### config.mk
export PLATFORM = sky130hd
export DESIGN_NAME = multicycle_ctrl
export DESIGN_NICKNAME = d
export VERILOG_FILES = /design/src/rtl/multicycle_ctrl.sv
export SDC_FILE = /design/constraint.sdc
export NUM_CORES = 1
export LEC_CHECK = 0
export BUFFER_PORTS_ARGS = -buffer_cell sky130_fd_sc_hd__buf_2
export CAP_MARGIN = 10
export CORE_MARGIN = 4
export CORE_UTILIZATION = 31
export CTS_CLUSTER_SIZE = 16
export DETAILED_ROUTE_END_ITERATION = 6
export PLACE_DENSITY = 0.55
export SETUP_SLACK_MARGIN = 0.02
export SLEW_MARGIN = 0
export SYNTH_ARGS = -nofsm -noshare
export SYNTH_HDL_FRONTEND = slang
export SYNTH_SLANG_ARGS = --single-unit
### constraint.sdc
create_clock -name clk_i -period 2.05 [get_ports clk_i]
set_clock_uncertainty 0.2 [all_clocks]
set_input_delay 0.3075 -clock clk_i [delete_from_list [all_inputs] [get_ports clk_i]]
set_output_delay 0.3075 -clock clk_i [all_outputs]
set_load 0.01 [all_outputs]
### src/rtl/multicycle_ctrl.sv
// Control FSM for the multi-cycle MIPS datapath: sequences fetch/decode/execute/
// memory/write-back, stalls on mem_ready_i, flags illegal opcodes and memory timeouts.
module multicycle_ctrl #(
  parameter int unsigned CNT_W   = 32,
  parameter int unsigned TIMEOUT = 16
) (
  input  logic             clk_i,
  input  logic             rst_i,
  input  logic [5:0]       instr_op_i,
  input  logic             mem_ready_i,
  output logic             PCWrite,
  output logic             PCWriteCond,
  output logic             IorD,
  output logic             MemRead,
  output logic             MemWrite,
  output logic             IRWrite,
  output logic             MemToReg,
  output logic             RegWrite,
  output logic [1:0]       RegDst,
  output logic             ALUSrcA,
  output logic [1:0]       ALUSrcB,
  output logic [2:0]       ALU_op,
  output logic [1:0]       PCSource,
  output logic [1:0]       BranchType,
  output logic             illegal_o,
  output logic             timeout_o,
  output logic [CNT_W-1:0] instr_cnt_o
);

  localparam int unsigned WAIT_W = $clog2(TIMEOUT) + 1;

  localparam logic [3:0] S_FETCH  = 4'd0;
  localparam logic [3:0] S_DECODE = 4'd1;
  localparam logic [3:0] S_MADDR  = 4'd2;
  localparam logic [3:0] S_MRD    = 4'd3;
  localparam logic [3:0] S_MWB    = 4'd4;
  localparam logic [3:0] S_MWR    = 4'd5;
  localparam logic [3:0] S_REXE   = 4'd6;
  localparam logic [3:0] S_RWB    = 4'd7;
  localparam logic [3:0] S_IEXE   = 4'd8;
  localparam logic [3:0] S_IWB    = 4'd9;
  localparam logic [3:0] S_BR     = 4'd10;
  localparam logic [3:0] S_JMP    = 4'd11;

  logic [3:0]        state_q, state_d;
  logic [WAIT_W-1:0] wait_q, wait_d;
  logic [CNT_W-1:0]  cnt_q, cnt_d;
  logic              retire;
  logic              mem_wait;
  logic              expired;

  always_ff @(posedge clk_i or negedge rst_i) begin
    if (!rst_i) begin
      state_q <= S_FETCH;
      wait_q  <= '0;
      cnt_q   <= '0;
    end else begin
      state_q <= state_d;
      wait_q  <= wait_d;
      cnt_q   <= cnt_d;
    end
  end

  assign instr_cnt_o = cnt_q;

  always_comb begin
    state_d     = state_q;
    retire      = 1'b0;
    PCWrite     = 1'b0;
    PCWriteCond = 1'b0;
    IorD        = 1'b0;
    MemRead     = 1'b0;
    MemWrite    = 1'b0;
    IRWrite     = 1'b0;
    MemToReg    = 1'b0;
    RegWrite    = 1'b0;
    RegDst      = 2'b00;
    ALUSrcA     = 1'b0;
    ALUSrcB     = 2'b00;
    ALU_op      = 3'b000;
    PCSource    = 2'b00;
    BranchType  = 2'b00;
    illegal_o   = 1'b0;
    timeout_o   = 1'b0;

    mem_wait = ((state_q == S_FETCH) || (state_q == S_MRD) || (state_q == S_MWR)) && !mem_ready_i;
    expired  = mem_wait && (wait_q == WAIT_W'(TIMEOUT - 1));

    case (state_q)
      S_FETCH: begin
        MemRead = 1'b1;
        ALUSrcB = 2'b01;
        ALU_op  = 3'b010;
        if (mem_ready_i) begin
          IRWrite = 1'b1;
          PCWrite = 1'b1;
          state_d = S_DECODE;
        end
      end
      S_DECODE: begin
        // Precompute the branch target into ALUOut while the opcode is decoded
        ALUSrcB = 2'b11;
        ALU_op  = 3'b010;
        case (instr_op_i)
          6'd35, 6'd43:                 state_d = S_MADDR;
          6'd0:                         state_d = S_REXE;
          6'd8, 6'd11, 6'd13, 6'd15:    state_d = S_IEXE;
          6'd4, 6'd5, 6'd6, 6'd7:       state_d = S_BR;
          6'd2, 6'd3:                   state_d = S_JMP;
          default: begin
            illegal_o = 1'b1;
            state_d   = S_FETCH;
          end
        endcase
      end
      S_MADDR: begin
        ALUSrcA = 1'b1;
        ALUSrcB = 2'b10;
        ALU_op  = 3'b010;
        if (instr_op_i == 6'd35)      state_d = S_MRD;
        else if (instr_op_i == 6'd43) state_d = S_MWR;
        else                          state_d = S_FETCH;
      end
      S_MRD: begin
        MemRead = 1'b1;
        IorD    = 1'b1;
        if (mem_ready_i) state_d = S_MWB;
      end
      S_MWB: begin
        RegWrite = 1'b1;
        MemToReg = 1'b1;
        state_d  = S_FETCH;
        retire   = 1'b1;
      end
      S_MWR: begin
        MemWrite = 1'b1;
        IorD     = 1'b1;
        if (mem_ready_i) begin
          state_d = S_FETCH;
          retire  = 1'b1;
        end
      end
      S_REXE: begin
        ALUSrcA = 1'b1;
        ALU_op  = 3'b111;
        state_d = S_RWB;
      end
      S_RWB: begin
        RegWrite = 1'b1;
        RegDst   = 2'b01;
        state_d  = S_FETCH;
        retire   = 1'b1;
      end
      S_IEXE: begin
        ALUSrcA = 1'b1;
        ALUSrcB = 2'b10;
        case (instr_op_i)
          6'd11:   ALU_op = 3'b100;
          6'd13:   ALU_op = 3'b001;
          6'd15:   ALU_op = 3'b110;
          default: ALU_op = 3'b010;
        endcase
        state_d = S_IWB;
      end
      S_IWB: begin
        RegWrite = 1'b1;
        state_d  = S_FETCH;
        retire   = 1'b1;
      end
      S_BR: begin
        ALUSrcA     = 1'b1;
        ALU_op      = 3'b011;
        PCWriteCond = 1'b1;
        PCSource    = 2'b01;
        BranchType  = instr_op_i[1:0];
        state_d     = S_FETCH;
        retire      = 1'b1;
      end
      S_JMP: begin
        PCWrite  = 1'b1;
        PCSource = 2'b10;
        // jal links the already-incremented PC into $31
        if (instr_op_i == 6'd3) begin
          RegWrite = 1'b1;
          RegDst   = 2'b10;
          ALU_op   = 3'b010;
        end
        state_d = S_FETCH;
        retire  = 1'b1;
      end
      default: state_d = S_FETCH;
    endcase

    // A ready in the last allowed cycle completes normally; only a still-low ready aborts
    if (expired) begin
      state_d   = S_FETCH;
      MemWrite  = 1'b0;
      timeout_o = 1'b1;
      retire    = 1'b0;
    end

    if ((state_d != state_q) || expired) wait_d = '0;
    else if (mem_wait)                   wait_d = wait_q + WAIT_W'(1);
    else                                 wait_d = wait_q;

    cnt_d = retire ? cnt_q + CNT_W'(1) : cnt_q;

    if (!rst_i) begin
      PCWrite     = 1'b0;
      PCWriteCond = 1'b0;
      IorD        = 1'b0;
      MemRead     = 1'b0;
      MemWrite    = 1'b0;
      IRWrite     = 1'b0;
      MemToReg    = 1'b0;
      RegWrite    = 1'b0;
      RegDst      = 2'b00;
      ALUSrcA     = 1'b0;
      ALUSrcB     = 2'b00;
      ALU_op      = 3'b000;
      PCSource    = 2'b00;
      BranchType  = 2'b00;
      illegal_o   = 1'b0;
      timeout_o   = 1'b0;
    end
  end

endmodule

==> out/metrics.csv, run 1 <==
stage,metric,value,unit
timing,Slew @ Worst Pin,0.427,ns
finish,ANT cells,0,
place,DP Worst Slack,-0.246,ns
cts,# clock sinks,41,
power,Leakage,2.33,nW
yosys,Netlist cell types,61,
cts,Num CTS Buffers,5,
timing,normalized max-slew margin,0.716,
global_routing,largest net degree at the start of global routing,33,
yosys,"FFs w/ async S/R, synth",1.00,
worst_setup_path,"critical path fanouts, max",5,
detailed_routing,total wire length,8.93,mm
yosys,syn nets,315,
yosys,area share of the largest cell type after synthesis,0.374,
finish,fraction of layout cells with a size suffix above 1,0.568,
timing,Max Slew Vio Count,0,
yosys,Seq cells post-synth,41,
yosys,Post-synth EDFFs,0,
place,DP HPWL,5.90,mm
die,Row Count,34,
worst_setup_path,Critical Path RT,1.54,ns
status,outcome,"finished, violations left",
global_routing,first-pass GRT wire length,13.3,mm
yosys,"count leader, synth",dfrtp_1,
min_path,Hold WC Path Type,in2async,
timing,Fmax,0.440,GHz
yosys,register area share after synthesis,0.374,
detailed_routing,Via Count,2878,
finish,number of nets in the layout,456,
detailed_routing,Vias/cell,5.21,
detailed_routing,drt first pass iters,4,
flow_run,Max Cap Viol,0,
cts,root buffer cell,clkbuf_8,
die,Die X,102,um
global_routing,initial antenna violation count,0,
worst_setup_path,CP startpoint kind,flip-flop,
finish,area grow syn2layout,67.5,%
cts,clock-pin slew on the worst setup and hold paths,0.08,ns
global_routing,vias in the first global route,2657,
status,failing checks,setup timing,
power,Total Power,0.00393,W
cts,worst skew pair latency,0.28,ns
die,Initial Util,0.316,
timing,setup ws final,-0.220,ns
cts,Longest Clk Path Bufs,2,
yosys,Syn Area/Cell,9.06,um^2
die,Top-Level Pins,63,
yosys,Main synth FF type,dfrtp_1,
detailed_routing,DR DRC count,0,
die,Core Area,8680,um^2
detailed_routing,Final ANT Viol Nets,0,
finish,number of fill cells,770,
yosys,Netlist Area Pre-Place,2750,um^2
place,GP Congestion,0.875,
die,die height,102,um
power,pwr/cell area,854,nW/um^2
detailed_routing,Initial DRC Count,106,
timing,Final Hold Viols,0,
die,DIE AREA,10400,um^2
global_routing,GRT Total Usage,0.158,
timing,minimum clock period,2.27,ns
cts,CTS tree,done,
global_routing,Overflow after GRT,0,
worst_setup_path,worst setup path category,reg2out,
yosys,"area leader, netlist",dfrtp_1,
cts,cts-stage hold buffer count,0,
yosys,Ys Warns,0,
timing,share of the clock period used by the worst path after layout,1.11,
timing,Final Setup Violations,46,
worst_setup_path,CP endpoint kind,output pin,
yosys,Mapped Cells,303,
yosys,synth top area cells,"dfrtp_1 (37%), xnor2_1 (6.7%), xor2_1 (5.4%)",
power,Worst IR Drop VDD,0.000352,V
yosys,"top cells by count, synth","dfrtp_1 (41), nor2_1 (25), nand2_1 (21), nor3_1 (21), xnor2_1 (21)",
worst_setup_path,Critical Path AT,1.76,ns
cts,H-tree levels,2,
detailed_routing,Routed wire per std cell,16.2,um
place,I/O Buffers,62,
timing,unrepaired setup endpoints after global routing,true,
==> report_power, final <==
group	total (W)	switching, W	internal (W)	leakage (nW)
clock network	0.000530	0.000262	0.000267	0.0443
logic	0.00240	0.00118	0.00123	1.74
registers	0.000996	0.000103	0.000894	0.543
total	0.00393	0.00154	0.00239	2.33
==> placed cells by master (no fill, tap or decap), types with 5 or more instances in the layout <==
master / count
nor2_1: 14
xor2_1: 16
inv_1: 7
nand2_1: 11
clkbuf_8: 6
and4_1: 7
dfrtp_1: 38
nor3_2: 7
nand4_1: 10
buf_2: 58
nor2_2: 5
nor3_4: 14
xnor2_1: 17
buf_6: 31
nand3_1: 11
nand2_4: 5
nor2_4: 6
nand2_2: 5
buf_4: 59
==> critical path, stage by stage, from the launching register on <==
cell and delay [ns]:
dfrtp_2 0.47, buf_6 0.16, xor2_4 0.15, o211a_1 0.25, a211oi_2 0.27, buf_2 0.18
==> final timing paths <==
kind | start | to | slack (ns) | depth (start not counted)
max | state_q[2]$_DFF_PN0_ | MemWrite | -0.22 | 5
min | rst_i | state_q[0]$_DFF_PN0_ | 0.04 | 2
max reg2reg | wait_q[0]$_DFFE_PN0P_ | wait_q[4]$_DFFE_PN0P_ | -0.20 | 8
min reg2reg | instr_cnt_o[31]$_DFFE_PN0P_ | instr_cnt_o[31]$_DFFE_PN0P_ | 0.28 | 1
max in group asynchronous | rst_i | instr_cnt_o[25]$_DFFE_PN0P_ | 1.20 | 2
min in group clk_i | instr_op_i[4] | state_q[3]$_DFF_PN0_ | 0.23 | 3
==> state kept, by name, indices dropped and copies added (netlist names) <==
signal       flops
state_q          4
instr_cnt_o     32
wait_q           5
==> cell type report <==
class,count,area [um^2],share of cell area
Multi-Input combinational cell,233,2140,0.466
Inverter,9,33.8,0.00734
Sequential cell,41,1030,0.224
Timing Repair Buffer,154,1170,0.255
Clock buffer,7,86.3,0.0188
Tap cell,108,135,0.0294
==> kinds of logic (layout without fill, tap and decap cells) <==
family / count (synthesis) / count (layout) / share of synthesized area
simple gates: 144 / 145 / 0.307
xor+xnor: 39 / 39 / 0.131
compound gates: 44 / 44 / 0.117
mux: 2 / 2 / 0.00774
fa+ha+maj: 3 / 3 / 0.0137
flops: 41 / 41 / 0.374
buf+inv: 30 / 170 / 0.0506
==> per-stage QoR <==
step / setup TNS [ns] / instances / hold WS [ns] / utilization / area, um^2
floorplan: -0.274 / 303 / -0.188 / - / 2780
global placement: -2.23 / 513 / 0.264 / 0.411 / 3570
detailed placement: -2.00 / 513 / 0.258 / 0.411 / 3570
CTS: -3.59 / 537 / 0.00998 / 0.470 / 4080
global route: -8.88 / 552 / 0.0487 / 0.530 / 4600
finish: -4.94 / 552 / 0.0390 / 0.530 / 4600
==> routing by layer <==
| metal | routed length (um) | vias up | global-route usage |
|---|---|---|---|
| met5 | 0 | - | 0 |
| met4 | 192 | 0 | 0.0343 |
| met3 | 436 | 21 | 0.0259 |
| met2 | 4360 | 79 | 0.248 |
| met1 | 3940 | 1400 | 0.229 |
| li1 | - | 1378 | - |
==> what timing repair did <==
action                     in CTS  in global routing
pin swaps                      26                 35
resized for setup              68                 89
setup endpoints to repair      49                 56
buffers inserted               16                 14
cloned                          1                  1
Note: power is estimated with default switching activity, not from simulation.
==> inputs of run 2 (changes only) <==
- CORE_ASPECT_RATIO: not set -> 2
==> run 2 against run 1 <==
Net effect:
- the flow still finishes with violations (setup timing)
- worst setup slack lost 0.028 ns
- core utilization rose by 2.2 points
- sequential cell count unchanged
- register-to-register slack worse by 0.04 ns
- via count grew 4.2%
- power rose by 11%
- count of clock-buffer cells in the layout fell by 2
- global-route usage up 2.6 points
- critical path depth increased by 1
- worst hold slack improved by 0.065 ns
- die area grew 0.87%
- largest power group unchanged
- highest routed layer unchanged
==> out/metrics.csv, run 2 (synthesized netlist as in run 1, its figures left out) <==
stage,metric,value,unit
status,outcome,"finished, violations left",
status,failing checks,setup timing,
power,Pint,0.00268,W
place,DP HPWL,6.74,mm
finish,number of fill cells,760,
die,die height,141,um
global_routing,vias in the first global route,3076,
finish,ANT cells,0,
flow_run,Max Cap Viol,0,
worst_setup_path,CP startpoint kind,flip-flop,
die,Die X,74.6,um
finish,fraction of layout cells with a size suffix above 1,0.588,
worst_setup_path,Critical Path AT,1.79,ns
min_path,Hold WC Path Type,in2async,
detailed_routing,Top Layer Used,met4,
worst_setup_path,"critical path fanouts, max",7,
worst_setup_path,r2r worst-path depth,10,
power,pwr/cell area,915,nW/um^2
power,Leakage,2.39,nW
die,Top-Level Pins,63,
power,logic gate share of total power,0.590,
detailed_routing,met3 wire length,460,um
global_routing,Overflow after GRT,0,
global_routing,initial antenna violation count,0,
timing,Fmax,0.435,GHz
worst_setup_path,reg-to-reg setup timing slack,-0.24,ns
finish,"most common cell after layout, fill and taps aside",buf_2,
timing,minimum clock period,2.30,ns
detailed_routing,total wire length,9.85,mm
place,Inst Count DP,506,
cts,root buffer cell,clkbuf_16,
worst_setup_path,worst setup path category,reg2out,
die,Core Area,8650,um^2
power,clock share of power,0.185,
global_routing,first-pass GRT wire length,15.1,mm
cts,clock-pin slew on the worst setup and hold paths,0.06,ns
detailed_routing,Via Count,2998,
global_routing,GRT Total Usage,0.184,
worst_setup_path,Critical Path RT,1.54,ns
worst_setup_path,CP endpoint kind,output pin,
timing,normalized max-slew margin,0.652,
power,Psw,0.00169,W
finish,number of nets in the layout,458,
die,DIE AREA,10500,um^2
finish,most frequent cells in the layout,"buf_2 (60), buf_4 (58), dfrtp_1 (38), buf_6 (30), xor2_1 (16)",
timing,setup ws final,-0.248,ns
finish,multi-input logic area,2220,um^2
detailed_routing,M1 WL,3.21,mm
place,I/O Buffers,62,
timing,Slew @ Worst Pin,0.517,ns
timing,unrepaired setup endpoints after global routing,true,
detailed_routing,Final ANT Viol Nets,0,
power,Worst IR Drop VDD,0.000527,V
timing,setup tns final,-3.04,ns
finish,FF+latch area,1030,um^2
cts,Num CTS Buffers,5,
die,Initial Util,0.318,
detailed_routing,Routed wire per std cell,18.0,um
power,Seq pwr share,0.225,
detailed_routing,Initial DRC Count,118,
finish,area grow syn2layout,73.8,%
cts,Longest Clk Path Bufs,2,
timing,Final Hold Viols,0,
cts,CTS tree,done,
detailed_routing,drt first pass iters,4,
place,DP Worst Slack,-0.310,ns
global_routing,largest net degree at the start of global routing,19,
detailed_routing,DR WL met2,5.58,mm
power,sw frac,0.387,
die,Row Count,48,
cts,H-tree levels,2,
detailed_routing,DR DRC count,0,
timing,Final Setup Violations,29,
cts,worst skew pair latency,0.29,ns
power,Total Power,0.00437,W
finish,Non-Filler Instances,547,
detailed_routing,Vias/cell,5.48,
place,GP Congestion,0.910,
finish,max reg flops,32,
timing,share of the clock period used by the worst path after layout,1.12,
timing,Max Slew Vio Count,0,
cts,# clock sinks,41,
[run 2: cell type report]
cell class	instances	area share
tap	100	0.0262
inverter	9	0.00760
clock inverter	3	0.00524
clock buffer	5	0.0262
sequential	41	0.216
multi-input combinational	233	0.465
timing repair buffer	156	0.254
[run 2: final timing paths]
kind,end,startpoint
worst max-delay path,MemWrite,state_q[1]$_DFF_PN0_
worst min-delay path,wait_q[3]$_DFFE_PN0P_,rst_i
worst max register to register,wait_q[2]$_DFFE_PN0P_,wait_q[0]$_DFFE_PN0P_
worst min register to register,instr_cnt_o[23]$_DFFE_PN0P_,instr_cnt_o[23]$_DFFE_PN0P_
max in group asynchronous,state_q[1]$_DFF_PN0_,rst_i
min in group clk_i,instr_cnt_o[23]$_DFFE_PN0P_,instr_cnt_o[23]$_DFFE_PN0P_
[run 2: metal layers]
metal  vias up  global-route usage
li1       1378                   -
met1      1463               0.179
met2       112               0.342
met3        45              0.0264
met4         0               0.113
met5         -                   0
[run 2: what timing repair did]
item	in CTS	in global routing
setup buffers	18	16
pin swaps	32	44
setup endpoints to repair	47	55
endpoints found under the hold margin	1	0
resized for setup	82	95
gates cloned	1	0
hold buffers	1	0
[run 2: worst max-delay path, cell delays in order, from the launching register on]
cell and delay [ns]:
dfrtp_2 0.43, buf_8 0.15, buf_12 0.12, xor2_4 0.18, o211a_1 0.25, a211oi_2 0.21, buf_2 0.15
[run 2: metrics by stage]
stage | hold slack [ns] | util | cell area (um^2)
6_report | 0.104 | 0.552 | 4770
2_1_floorplan | -0.188 | - | 2780
5_1_grt | 0.108 | 0.552 | 4770
4_1_cts | 0.0280 | 0.488 | 4220
3_3_place_gp | 0.0317 | 0.414 | 3580
3_5_place_dp | 0.0226 | 0.414 | 3580
[run 2: power groups by stage]
stage | sequential (W) | clock, W | combinational, W
after detailed placement | 0.00100 | 0 | 0.00159
after floorplan | 0.000988 | 0 | 0.000891
after CTS | 0.000977 | 0.000831 | 0.00211
final | 0.000985 | 0.000808 | 0.00258
after global placement | 0.00100 | 0 | 0.00158
after global routing | 0.000998 | 0.000859 | 0.00274
==> inputs of run 3 (changes only) <==
- ABC_AREA: not set -> 1
- PLACE_DENSITY: 0.55 -> 0.54
==> run 3 against run 2 <==
Net effect:
- the run still ends with setup timing left
- fmax increased by 8.2%
- sequential share of layout area grew 5.3 points
- synthesized area up 3.1%
- sequential power up 0.9%
- design area fell by 20%
- core utilization is 13 points lower
- critical path depth up 3
- routed wire length shrank 5.8%
- first-iteration DRC count fell by 21%
- clock power increased by 13%
- register-to-register slack improved by 0.28 ns
==> out/metrics.csv, run 3 <==
stage,metric,value,unit
status,outcome,"finished, violations left",
status,failing checks,setup timing,
timing,Final Hold Viols,0,
timing,unrepaired setup endpoints after global routing,true,
worst_setup_path,CP startpoint kind,flip-flop,
yosys,"top cells by count, synth","nand2_1 (116), nor2_1 (58), inv_1 (55)",
detailed_routing,Via Count,3012,
yosys,syn nets,421,
detailed_routing,Final ANT Viol Nets,0,
global_routing,GRT Total Usage,0.180,
power,pwr/cell area,792,nW/um^2
power,Worst IR Drop VDD,0.000614,V
power,Pint,0.00193,W
detailed_routing,DR DRC count,0,
detailed_routing,Initial DRC Count,93,
yosys,post-synthesis mux area share,0,
power,sw frac,0.360,
detailed_routing,Vias/cell,4.93,
yosys,area share of the largest cell type after synthesis,0.362,
timing,Slew @ Worst Pin,0.464,ns
power,Leakage,2.05,nW
cts,clock-pin slew on the worst setup and hold paths,0.05,ns
yosys,"count leader, synth",nand2_1,
cts,# clock sinks,41,
flow_run,Max Cap Viol,0,
die,Row Count,49,
global_routing,largest net degree at the start of global routing,20,
worst_setup_path,Bufs and invs on worst path,3,
detailed_routing,drt first pass iters,4,
yosys,synth top area cells,"dfrtp_1 (36%), nand2_1 (15%), nor2_1 (7.7%)",
yosys,Main synth FF type,dfrtp_1,
die,Die X,75.6,um
global_routing,first-pass GRT wire length,14.5,mm
yosys,largest family of logic cells by synthesized area,simple AND/OR/NAND/NOR gates,
worst_setup_path,CP endpoint kind,output pin,
die,Initial Util,0.316,
global_routing,initial antenna violation count,0,
finish,max reg flops,32,
yosys,Seq cells post-synth,41,
timing,normalized max-slew margin,0.688,
cts,Num CTS Buffers,5,
timing,share of the clock period used by the worst path after layout,1.04,
die,DIE AREA,10800,um^2
detailed_routing,total wire length,9.28,mm
timing,Final Setup Violations,6,
die,Core Area,8950,um^2
yosys,Netlist cell types,33,
yosys,Mapped Cells,409,
yosys,Post-synth EDFFs,0,
timing,setup ws final,-0.0733,ns
yosys,Netlist Area Pre-Place,2830,um^2
cts,CTS tree,done,
worst_setup_path,"critical path fanouts, max",7,
timing,Max Slew Vio Count,0,
global_routing,vias in the first global route,2935,
cts,root buffer cell,clkbuf_16,
worst_setup_path,CP max-delay cell,dfrtp_2,
worst_setup_path,Critical Path AT,1.62,ns
finish,Non-Filler Instances,611,
worst_setup_path,crit-path leading delay family,simple AND/OR/NAND/NOR gates,
yosys,Synth Area in Compound Gates,0.0407,
worst_setup_path,Worst path max stage delay,0.44,ns
yosys,Syn Area/Cell,6.92,um^2
finish,number of nets in the layout,520,
place,I/O Buffers,62,
worst_setup_path,CP most frequent cell,nand2_2,
yosys,simple-gate portion of the synthesized area,0.396,
yosys,"FFs w/ async S/R, synth",1.00,
detailed_routing,Routed wire per std cell,15.2,um
die,Top-Level Pins,63,
finish,fraction of layout cells with a size suffix above 1,0.312,
finish,most frequent cells in the layout,"nand2_1 (104), buf_2 (62), nor2_1 (53), inv_1 (47), dfrtp_1 (39)",
finish,"most common cell after layout, fill and taps aside",nand2_1,
yosys,Adder-Cell Fraction of Synth Area,0.0133,
timing,minimum clock period,2.12,ns
power,clock share of power,0.302,
yosys,"area leader, netlist",dfrtp_1,
worst_setup_path,worst setup path category,reg2out,
finish,final core utilization,0.427,
power,Seq pwr share,0.329,
place,GP Congestion,0.910,
place,Inst Count DP,589,
power,logic gate share of total power,0.369,
yosys,xor and xnor fraction of the mapped netlist area,0.0959,
finish,ANT cells,0,
finish,area grow syn2layout,35.0,%
cts,worst skew pair latency,0.29,ns
cts,Longest Clk Path Bufs,2,
worst_setup_path,Critical Path RT,1.54,ns
min_path,Hold WC Path Type,in2async,
yosys,Ys Warns,0,
place,DP HPWL,7.57,mm
power,Psw,0.00109,W
worst_setup_path,worst-path cell chain,"nor2_4, nand2_2, nand2_2, inv_2, nand2_2, nand3_4, inv_4, nor3_2, buf_2",
die,die height,143,um
global_routing,Overflow after GRT,0,
timing,Fmax,0.471,GHz
cts,H-tree levels,2,
yosys,register area share after synthesis,0.362,
run 3: cell types whose count changed after synthesis, moves of 7 or more:
| cell | before | now |
|---|---|---|
| inv_1 | 9 | 55 |
| xnor2_1 | 21 | 10 |
| clkbuf_1 | 10 | 1 |
| nand3_1 | 14 | 24 |
| nor2_1 | 25 | 58 |
| nand2_1 | 21 | 116 |
| and4_1 | 7 | 0 |
run 3: cell type report:
cell class              instances  area (um^2)
well taps                     102          128
clock inverters                 1         30.0
repair buffers                 97          592
multi-input cells             303         1670
inverters                      60          228
clock buffers                   7          143
flip-flops and latches         41         1030
fillers                       931         5130
run 3: logic make-up after synthesis:
group,Yosys count
XOR/XNOR,31
adder cells (fa/ha/maj),3
flip-flops,41
AND/OR/NAND/NOR,249
AO/OA/AOI/OAI,20
buffers and inverters,65
run 3: path summary, 6_finish.rpt:
path                                              endpoint                        from  slack, ns  cells after the start
worst min register to register  instr_cnt_o[7]$_DFFE_PN0P_  instr_cnt_o[7]$_DFFE_PN0P_       0.32                      1
worst max-delay path                              MemWrite        state_q[3]$_DFF_PN0_      -0.07                      9
worst max register to register       wait_q[2]$_DFFE_PN0P_        state_q[3]$_DFF_PN0_       0.04                     11
min in group clk_i                    state_q[1]$_DFF_PN0_               instr_op_i[4]       0.29                      4
max in group asynchronous             state_q[1]$_DFF_PN0_                       rst_i       0.91                      3
worst min-delay path                 wait_q[3]$_DFFE_PN0P_                       rst_i      0.007                      3
run 3: repair_timing:
action                                  4_1_cts  5_1_grt
hold buffers                                  1        0
cloned                                        0        0
pin swaps                                    10        5
resized for setup                            33       16
buffers inserted                              9        4
endpoints found under the setup margin       16       27
hold endpoints to repair                     19        0
run 3: routing by layer:
metal | track usage | wire length [um] | up-vias
met1 | 0.165 | 3100 | 1399
met4 | 0.0940 | 457 | 0
li1 | - | - | 1491
met2 | 0.352 | 5280 | 92
met3 | 0.0275 | 449 | 30
met5 | 0 | 0 | -
run 3: tightest hold or removal path, cell delays in order:
cell   delay, ns
buf_2       0.20
buf_4       0.16
buf_4       0.16
run 3: metrics by stage:
step	instance area, um^2	hold WS [ns]	worst slack [ns]	setup TNS (ns)	power (W)
2_1_floorplan	2830	-0.188	0.196	0	0.00156
3_3_place_gp	3390	0.248	-0.0447	-0.0447	0.00192
3_5_place_dp	3390	0.254	-0.0108	-0.0108	0.00193
4_1_cts	3730	0.0132	-0.0721	-0.232	0.00297
5_1_grt	3820	0.0291	-0.154	-1.47	0.00320
6_report	3820	0.00711	-0.0733	-0.281	0.00302
run 3: power groups by stage:
stage / Sequential (W) / Combinational (W) / Clock (W)
after CTS: 0.000992 / 0.00103 / 0.000945
final: 0.000994 / 0.00112 / 0.000914
after detailed placement: 0.000998 / 0.000930 / 0
after floorplan: 0.00102 / 0.000541 / 0
after global placement: 0.000993 / 0.000926 / 0
after global routing: 0.00100 / 0.00123 / 0.000972
